**config.mk**
```make
export PLATFORM = sky130hd
export DESIGN_NAME = recirculador_param
export DESIGN_NICKNAME = d
export VERILOG_FILES = /design/src/rtl/recirculador_param.sv
export SDC_FILE = /design/constraint.sdc
export NUM_CORES = 1
export LEC_CHECK = 0
export ABC_CLOCK_PERIOD_IN_PS = 3500
export BUFFER_PORTS_ARGS = -buffer_cell sky130_fd_sc_hd__buf_2
export CORE_MARGIN = 2
export CORE_UTILIZATION = 35
export CTS_BUF_LIST = sky130_fd_sc_hd__clkbuf_8
export DETAILED_ROUTE_END_ITERATION = 12
export PLACE_DENSITY_LB_ADDON = 0.2
export SKIP_CTS_REPAIR_TIMING = 1
export SLEW_MARGIN = 20
export SYNTH_ARGS = -nofsm -noshare
export SYNTH_HDL_FRONTEND = slang
export SYNTH_SLANG_ARGS = --single-unit
```
**constraint.sdc**
```tcl
create_clock -name clk -period 3.5 [get_ports clk]
set_input_delay 0.175 -clock clk [delete_from_list [all_inputs] [get_ports clk]]
set_output_delay 0.175 -clock clk [all_outputs]
set_load 0.01 [all_outputs]
```
**src/rtl/recirculador_param.sv**
```systemverilog
// Lane recirculator: accepted words go to the L1 forward path once the link is
// qualified active; otherwise they queue in a show-ahead FIFO toward the probe side.
module recirculador_param #(
    parameter int LANES      = 4,
    parameter int LANE_W     = 8,
    parameter int FIFO_DEPTH = 4,
    parameter int ACT_HOLD   = 2,
    parameter int CNT_W      = 16
) (
    input  logic                           clk,
    input  logic                           reset,
    input  logic [LANES*LANE_W-1:0]        data_in,
    input  logic [LANES-1:0]               valid_in,
    input  logic                           active,
    input  logic                           recirc_ready,
    output logic [LANES*LANE_W-1:0]        data_out_active,
    output logic [LANES-1:0]               valid_out_active,
    output logic [LANES*LANE_W-1:0]        data_out_recirc,
    output logic [LANES-1:0]               valid_out_recirc,
    output logic [$clog2(FIFO_DEPTH):0]    fifo_count,
    output logic                           fifo_full,
    output logic [CNT_W-1:0]               fwd_count,
    output logic [CNT_W-1:0]               drop_count
);

    localparam int WORD_W = LANES * LANE_W;
    localparam int PTR_W  = $clog2(FIFO_DEPTH);
    localparam int FCNT_W = PTR_W + 1;
    localparam int HOLD_W = $clog2(ACT_HOLD + 2);
    localparam int ENT_W  = WORD_W + LANES;

    typedef enum logic [1:0] {INACT, ARMING, ACT} state_t;

    state_t            state, state_next;
    logic [HOLD_W-1:0] hold_cnt, hold_next;

    logic [WORD_W-1:0] fwd_data_p1;
    logic [LANES-1:0]  vld_p1;

    logic [ENT_W-1:0]  mem [FIFO_DEPTH];
    logic [PTR_W-1:0]  wr_ptr, rd_ptr;
    logic [ENT_W-1:0]  head;
    logic              fifo_empty;

    logic              accepted, route_fwd, route_recirc;
    logic              push, pop, drop;
    logic [WORD_W-1:0] masked;

    function automatic logic [WORD_W-1:0] mask_word(input logic [WORD_W-1:0] d,
                                                    input logic [LANES-1:0]  v);
        logic [WORD_W-1:0] m;
        m = '0;
        for (int i = 0; i < LANES; i++)
            m[i*LANE_W +: LANE_W] = v[i] ? d[i*LANE_W +: LANE_W] : '0;
        return m;
    endfunction

    // A hold of 0 or 1 qualifies on the first active edge; longer holds count through ARMING.
    always_comb begin
        state_next = state;
        hold_next  = hold_cnt;
        case (state)
            INACT: begin
                if (active) begin
                    if (ACT_HOLD <= 1) begin
                        state_next = ACT;
                        hold_next  = '0;
                    end else begin
                        state_next = ARMING;
                        hold_next  = HOLD_W'(1);
                    end
                end
            end
            ARMING: begin
                if (!active) begin
                    state_next = INACT;
                    hold_next  = '0;
                end else if (hold_cnt + HOLD_W'(1) == HOLD_W'(ACT_HOLD)) begin
                    state_next = ACT;
                    hold_next  = '0;
                end else begin
                    hold_next = hold_cnt + HOLD_W'(1);
                end
            end
            ACT: begin
                if (!active) begin
                    state_next = INACT;
                    hold_next  = '0;
                end
            end
            default: begin
                state_next = INACT;
                hold_next  = '0;
            end
        endcase
    end

    assign accepted     = |valid_in;
    assign route_fwd    = accepted && (state == ACT);
    assign route_recirc = accepted && (state != ACT);
    assign masked       = mask_word(data_in, valid_in);

    assign fifo_empty = (fifo_count == '0);
    assign fifo_full  = (fifo_count == FCNT_W'(FIFO_DEPTH));
    assign pop        = !fifo_empty && recirc_ready;
    assign push       = route_recirc && (!fifo_full || pop);
    assign drop       = route_recirc && fifo_full && !pop;

    assign head             = mem[rd_ptr];
    assign data_out_recirc  = fifo_empty ? '0 : head[WORD_W-1:0];
    assign valid_out_recirc = fifo_empty ? '0 : head[WORD_W +: LANES];

    assign data_out_active  = fwd_data_p1;
    assign valid_out_active = vld_p1;

    always_ff @(posedge clk) begin
        if (!reset) begin
            state      <= INACT;
            hold_cnt   <= '0;
            wr_ptr     <= '0;
            rd_ptr     <= '0;
            fifo_count <= '0;
            fwd_count  <= '0;
            drop_count <= '0;
        end else begin
            state    <= state_next;
            hold_cnt <= hold_next;
            if (push) wr_ptr <= wr_ptr + PTR_W'(1);
            if (pop)  rd_ptr <= rd_ptr + PTR_W'(1);
            if (push && !pop)
                fifo_count <= fifo_count + FCNT_W'(1);
            else if (pop && !push)
                fifo_count <= fifo_count - FCNT_W'(1);
            if (route_fwd)
                fwd_count <= fwd_count + CNT_W'(1);
            if (drop && (drop_count != '1))
                drop_count <= drop_count + CNT_W'(1);
        end
    end

    always_ff @(posedge clk) begin
        if (push)
            mem[wr_ptr] <= {valid_in, masked};
    end

    // p1: registered forward stage; data holds when no word is forwarded
    always_ff @(posedge clk) begin
        if (!reset) begin
            fwd_data_p1 <= '0;
            vld_p1      <= '0;
        end else if (route_fwd) begin
            fwd_data_p1 <= masked;
            vld_p1      <= valid_in;
        end else begin
            vld_p1 <= '0;
        end
    end

endmodule

```
==> impl_metrics.py, run 1 <==
metrics = {
    "run_status": {
        "status": "finished with violations",
        "violations": "hold timing",
    },
    "logic_synthesis": {
        "synth_seq_area_share_pct": 64.7,
        "synth_cell_types": 48,
        "yosys_warnings": 0,
        "yosysTopAreaCellShare_pct": 47.1,
        "synth_area_leaders": "edfxtp_1, dfxtp_1, mux4_2, a21oi_1, and2_1",
        "avgSynthCellArea_um2": 13.6,
        "synth-async-reset-ratio_pct": 0,
        "synth_cells": 676,
        "netlist_area_um2": 9190,
        "ys.flop_type": "edfxtp_1",
        "synth_edf_count": 144,
        "syn_nets": 724,
        "synth_area_leader_cell": "edfxtp_1",
        "ys_seq_elements": 225,
    },
    "route": {
        "via_per_inst": 4.90,
        "drt_wl_total_mm": 21.3,
        "vias": 6037,
        "drtAntennaViolNets": 0,
        "drtIter0Drc": 243,
        "drtPass1Iterations": 6,
        "wl_per_cell_um": 17.3,
        "drc": 0,
    },
    "layout": {
        "area_growth_pct": 22.9,
        "layout.nets": 914,
        "drive_gt1_share_pct": 29.3,
    },
    "grt": {
        "overflow": 0,
        "antenna_found_initial": 1,
        "grt_max_degree": 38,
        "grt_pass1_wl_mm": 33.0,
        "grt_pass1_vias": 6014,
        "grt_usage_pct": 15.1,
    },
    "timing": {
        "tightestPinTransition_ps": 792,
        "min_period_ps": 2480,
        "rsz0062_at_grt": "false",
        "slew_headroom_pct": 47.0,
        "drv_slew": 0,
        "fin_setup_tns_ps": 0,
        "fin_crit_sh_pct": 70.9,
        "clock_skew_ps": 27.4,
        "fmax_ghz": 0.403,
        "finalHoldViolCount": 1,
        "setup_viol": 0,
        "whs_ps": -8.88,
    },
    "clock_network": {
        "clock-sinks": 225,
        "htree_num_levels": 2,
        "cts_tree": "done",
        "cts_buffer_depth": 3,
        "path_clk_slew_ps": 60,
        "clock_latency_ps": 530,
        "cts_buffers": 39,
        "root_buffer": "clkbuf_8",
    },
    "setup_path": {
        "cp.arrival_ps": 2310,
        "worst_ep_required_time_ps": 3320,
        "end_kind": "primary output",
        "startpoint_type": "flip-flop",
        "cp_max_fo": 27,
        "path_class": "flip-flop to primary output",
    },
    "floorplan": {
        "dieArea_um2": 27600,
        "die_height_um": 166,
        "die_x_um": 166,
        "row_count": 59,
        "io_pins": 148,
        "core_area_um2": 25900,
        "initial_core_util_pct": 35.5,
    },
    "flow_run": {
        "max-cap-violations": 0,
    },
    "hold_path": {
        "hp-class": "input pin to flip-flop",
    },
    "placement": {
        "io_buffers": 147,
        "hpwl_mm": 13.3,
        "globalplace.congestion": 0.762,
    },
    "power": {
        "clkPwrFrac_pct": 28.4,
        "combPwrFrac_pct": 24.8,
        "p_seq_share_pct": 46.7,
        "p_int_mw": 5.25,
        "power.leakage_nw": 4.21,
        "power_density_nw_per_um2": 657,
        "power.switching_mw": 2.17,
        "netSwitchingFraction_pct": 29.3,
        "power.total_mw": 7.42,
        "peakVddDrop_mv": 0.269,
    },
}
==> stage by stage <==
stage	hold slack, ps	utilization [%]	instances	setup slack, ps	cell area (um2)
floorplan	274	-	676	1010	9190
global placement	438	39.7	1127	1200	10300
detailed placement	446	39.7	1127	1140	10300
CTS	-109	42.3	1197	921	11000
global route	5.87	43.6	1230	843	11300
finish	-8.88	43.6	1231	1020	11300
==> synthesized netlist by cell type (7+ instances only) <==
cell / n
nor2b_1: 37
buf_2: 8
mux2i_1: 8
inv_1: 11
nor2_1: 15
mux4_2: 36
nand3_1: 42
or3_1: 8
edfxtp_1: 144
nand2_1: 49
clkbuf_1: 24
ha_1: 7
and3_1: 7
xor2_1: 7
o31ai_1: 10
o21ai_0: 12
or4_1: 10
a21oi_1: 53
dfxtp_1: 81
and2_1: 37
nand4_1: 10
nand2b_1: 8
==> critical path, stage by stage (launching register included) <==
cell,delay (ps)
dfxtp_2,580
buf_12,300
mux4_2,540
nor2b_1,180
buf_2,180
==> cell type report <==
type	count	area, um2
Antenna cell	1	2.50
Clock buffer	41	564
Clock inverter	29	115
Fill cell	2402	14600
Inverter	11	41.3
Multi-Input combinational cell	396	2990
Sequential cell	225	5950
Tap cell	335	419
Timing Repair Buffer	193	1210
==> power by group through the flow <==
stage | Combinational, mW | Clock [mW] | Sequential, mW
floorplan | 1.22 | 0 | 3.45
global placement | 1.87 | 0 | 3.52
detailed placement | 1.87 | 0 | 3.53
CTS | 1.87 | 2.19 | 3.48
global route | 2.02 | 2.30 | 3.52
finish | 1.84 | 2.11 | 3.47
==> registers in the layout (all words and copies together) (netlist names), named ones only <==
name / cells
hold_cnt: 2
mem: 144
state: 2
fifo_count: 3
data_out_active: 32
rd_ptr: 2
wr_ptr: 2
valid_out_active: 4
drop_count: 16
fwd_count: 16
==> kinds of logic after synthesis <==
family	after synthesis	share of synthesized area, %
buffers and inverters	55	2.97
DFF	225	64.7
adders and majority gates	8	1.17
xor gates and xnor gates	10	0.953
muxes	44	9.70
AOI/OAI and AO/OA	82	4.96
and+or+nand+nor	252	15.5
==> path summary, 6_finish.rpt <==
kind / endpoint / start / slack, ps / cells past startpoint
worst max register to register: fifo_count[2] / fifo_count[0] / 1270 / 8
worst min-delay path: data_out_active[26] / data_in[26] / -9 / 3
worst min register to register: data_out_active[14] / data_out_active[14] / 450 / 2
worst max-delay path: data_out_recirc[31] / flip-flop / 1020 / 4
==> cell usage in the layout (no fill, tap or decap), drive strengths merged, types with 6 or more instances in the layout <==
| cell | n |
|---|---|
| a21oi | 53 |
| and2 | 37 |
| and3 | 8 |
| buf | 160 |
| clkbuf | 41 |
| clkinv | 12 |
| dfxtp | 81 |
| dlygate4sd3 | 33 |
| edfxtp | 144 |
| ha | 7 |
| inv | 28 |
| mux2i | 8 |
| mux4 | 36 |
| nand2 | 50 |
| nand2b | 8 |
| nand3 | 43 |
| nand4 | 10 |
| nor2 | 15 |
| nor2b | 37 |
| nor4 | 6 |
| o21ai | 12 |
| o31ai | 10 |
| or3 | 10 |
| or4 | 11 |
| xor2 | 7 |
==> layer usage <==
layer	wire, um	track usage [%]
met1	9570	19.2
met2	9870	24.6
met3	1430	4.74
met4	393	4.84
met5	0	0
(Power assumes the default switching activity.)
==> run 2, diff against run 1 <==
--- a/config.mk
+++ b/config.mk
@@ -5,7 +5,7 @@
 export SDC_FILE = /design/constraint.sdc
 export NUM_CORES = 1
 export LEC_CHECK = 0
-export ABC_CLOCK_PERIOD_IN_PS = 3500
+export ABC_CLOCK_PERIOD_IN_PS = 2500
 export BUFFER_PORTS_ARGS = -buffer_cell sky130_fd_sc_hd__buf_2
 export CORE_MARGIN = 2
 export CORE_UTILIZATION = 35
==> constraint.sdc (replaced) <==
create_clock -name clk -period 2.5 [get_ports clk]
set_input_delay 0.125 -clock clk [delete_from_list [all_inputs] [get_ports clk]]
set_output_delay 0.125 -clock clk [all_outputs]
set_load 0.01 [all_outputs]
==> run 2 against run 1 <==
The run now ends clean. Core utilization is 0.47 points higher. Die area stayed put. Sequential power is 38% higher. Clock skew is 15 ps lower. Sequential share of layout area is 0.57 points lower. Power is 40% higher. Design area is 1.1% higher. Cell count is 1.1% higher. Critical path depth is 4 higher. Clock-buffer cell count stayed put. Non-clock buffer count is 14 higher. Critical path type is now flip-flop to flip-flop. Critical endpoint is now fifo_count[2].
==> impl_metrics.py, run 2 (synthesis gave the netlist of run 1 again) <==
metrics = {
    "run_status": {
        "status": "finished clean",
    },
    "clock_network": {
        "clock-sinks": 225,
        "root_buffer": "clkbuf_8",
        "htree_num_levels": 2,
        "cts_buffers": 39,
        "cts_tree": "done",
        "path_clk_slew_ps": 50,
        "cts_buffer_depth": 3,
        "clock_latency_ps": 510,
    },
    "grt": {
        "overflow": 0,
        "grt_max_degree": 38,
        "antenna_found_initial": 1,
        "grt_pass1_vias": 5951,
        "grt_pass1_wl_mm": 33.7,
        "grt_usage_pct": 15.4,
    },
    "power": {
        "peakVddDrop_mv": 0.379,
        "power.leakage_nw": 4.28,
        "power_density_nw_per_um2": 910,
        "power.total_mw": 10.4,
    },
    "setup_path": {
        "path_class": "flip-flop to flip-flop",
        "crit_buf_inv": 1,
        "crit_chain": "nor4b_4 -> nor3_1 -> ha_1 -> inv_1 -> fa_1 -> xor2_1 -> or3_1 -> a21oi_1",
        "slowest_delay_ps": 520,
        "rr_startpoint": "fifo_count[0]",
        "slowest_stage": "dfxtp_1",
        "cp_top_family": "simple AND/OR/NAND/NOR gates",
        "startpoint_type": "flip-flop",
        "setup.worst_path.start": "fifo_count[0]",
        "cp.arrival_ps": 2710,
        "cp_max_fo": 6,
        "end_kind": "flip-flop",
        "worst_ep_required_time_ps": 2930,
    },
    "route": {
        "drt_wl_total_mm": 21.6,
        "drtIter0Drc": 305,
        "via_per_inst": 4.90,
        "wl_per_cell_um": 17.4,
        "vias": 6091,
        "drtPass1Iterations": 4,
        "drtAntennaViolNets": 0,
        "drc": 0,
    },
    "hold_path": {
        "hold_path_startpoint": "recirc_ready",
        "hp-class": "input pin to flip-flop",
    },
    "timing": {
        "finalHoldViolCount": 0,
        "fin_crit_sh_pct": 91.1,
        "rsz0062_at_grt": "false",
        "min_period_ps": 2280,
        "layout_setup_ws_ps": 222,
        "tightestPinTransition_ps": 778,
        "fin_setup_tns_ps": 0,
        "whs_ps": 51.0,
        "slew_headroom_pct": 48.0,
        "setup_viol": 0,
        "clock_skew_ps": 12.5,
        "fmax_ghz": 0.439,
        "drv_slew": 0,
    },
    "layout": {
        "largest_register_ffs": 144,
        "final_common_cell": "buf_2",
        "layout_common_cells": "buf_2, edfxtp_1, dfxtp_1, a21oi_1, nand2_1",
        "regMostFlops": "mem",
        "layout.nets": 928,
        "drive_gt1_share_pct": 29.7,
        "area_growth_pct": 24.2,
    },
    "placement": {
        "hpwl_mm": 13.7,
        "globalplace.congestion": 0.742,
        "dp_slack_ps": 228,
        "io_buffers": 147,
    },
    "floorplan": {
        "io_pins": 148,
        "initial_core_util_pct": 35.5,
        "core_area_um2": 25900,
        "die_height_um": 166,
        "die_x_um": 166,
        "row_count": 59,
        "dieArea_um2": 27600,
    },
    "flow_run": {
        "max-cap-violations": 0,
    },
}
==> run 2: layout make-up <==
type | instances | area, um2
fillers | 2430 | 14500
flip-flops and latches | 225 | 5950
multi-input cells | 396 | 2990
repair buffers | 207 | 1350
clock buffers | 41 | 564
well taps | 335 | 419
clock inverters | 28 | 105
inverters | 11 | 41.3
diodes | 1 | 2.50
==> run 2: layer usage <==
metal / vias to the layer above / global-route usage (%) / wire, um
met1: 2954 / 20.2 / 9340
met3: 36 / 4.48 / 1670
met4: 0 / 4.39 / 363
li1: 2937 / - / -
met5: - / 0 / 0
met2: 164 / 25.0 / 10200
==> run 2: final timing paths <==
kind                          to  slack (ps)  cells past startpoint
max                fifo_count[2]         220                      8
min                    rd_ptr[0]          50                      4
max reg2reg        fifo_count[2]         220                      8
min reg2reg  data_out_active[18]         450                      2
==> run 2: stage by stage <==
stage,util (%),cells,area [um2]
floorplan,-,676,9190
global placement,40.1,1140,10400
detailed placement,40.1,1140,10400
CTS,42.7,1209,11100
global route,44.0,1243,11400
finish,44.0,1244,11400
==> run 2: power by group <==
part           leakage, nW  total [mW]  switching [mW]  internal [mW]
registers             2.03        4.78           0.172           4.61
clock network        0.418        2.90            1.40           1.50
logic                 1.83        2.70            1.44           1.26
total                 4.28        10.4            3.01           7.38
==> run 2: worst register-to-register path, cell delays in order (launching register included) <==
cell	delay [ps]
dfxtp_1	520
nor4b_4	110
nor3_1	290
ha_1	240
inv_1	60
fa_1	380
xor2_1	160
or3_1	310
a21oi_1	140
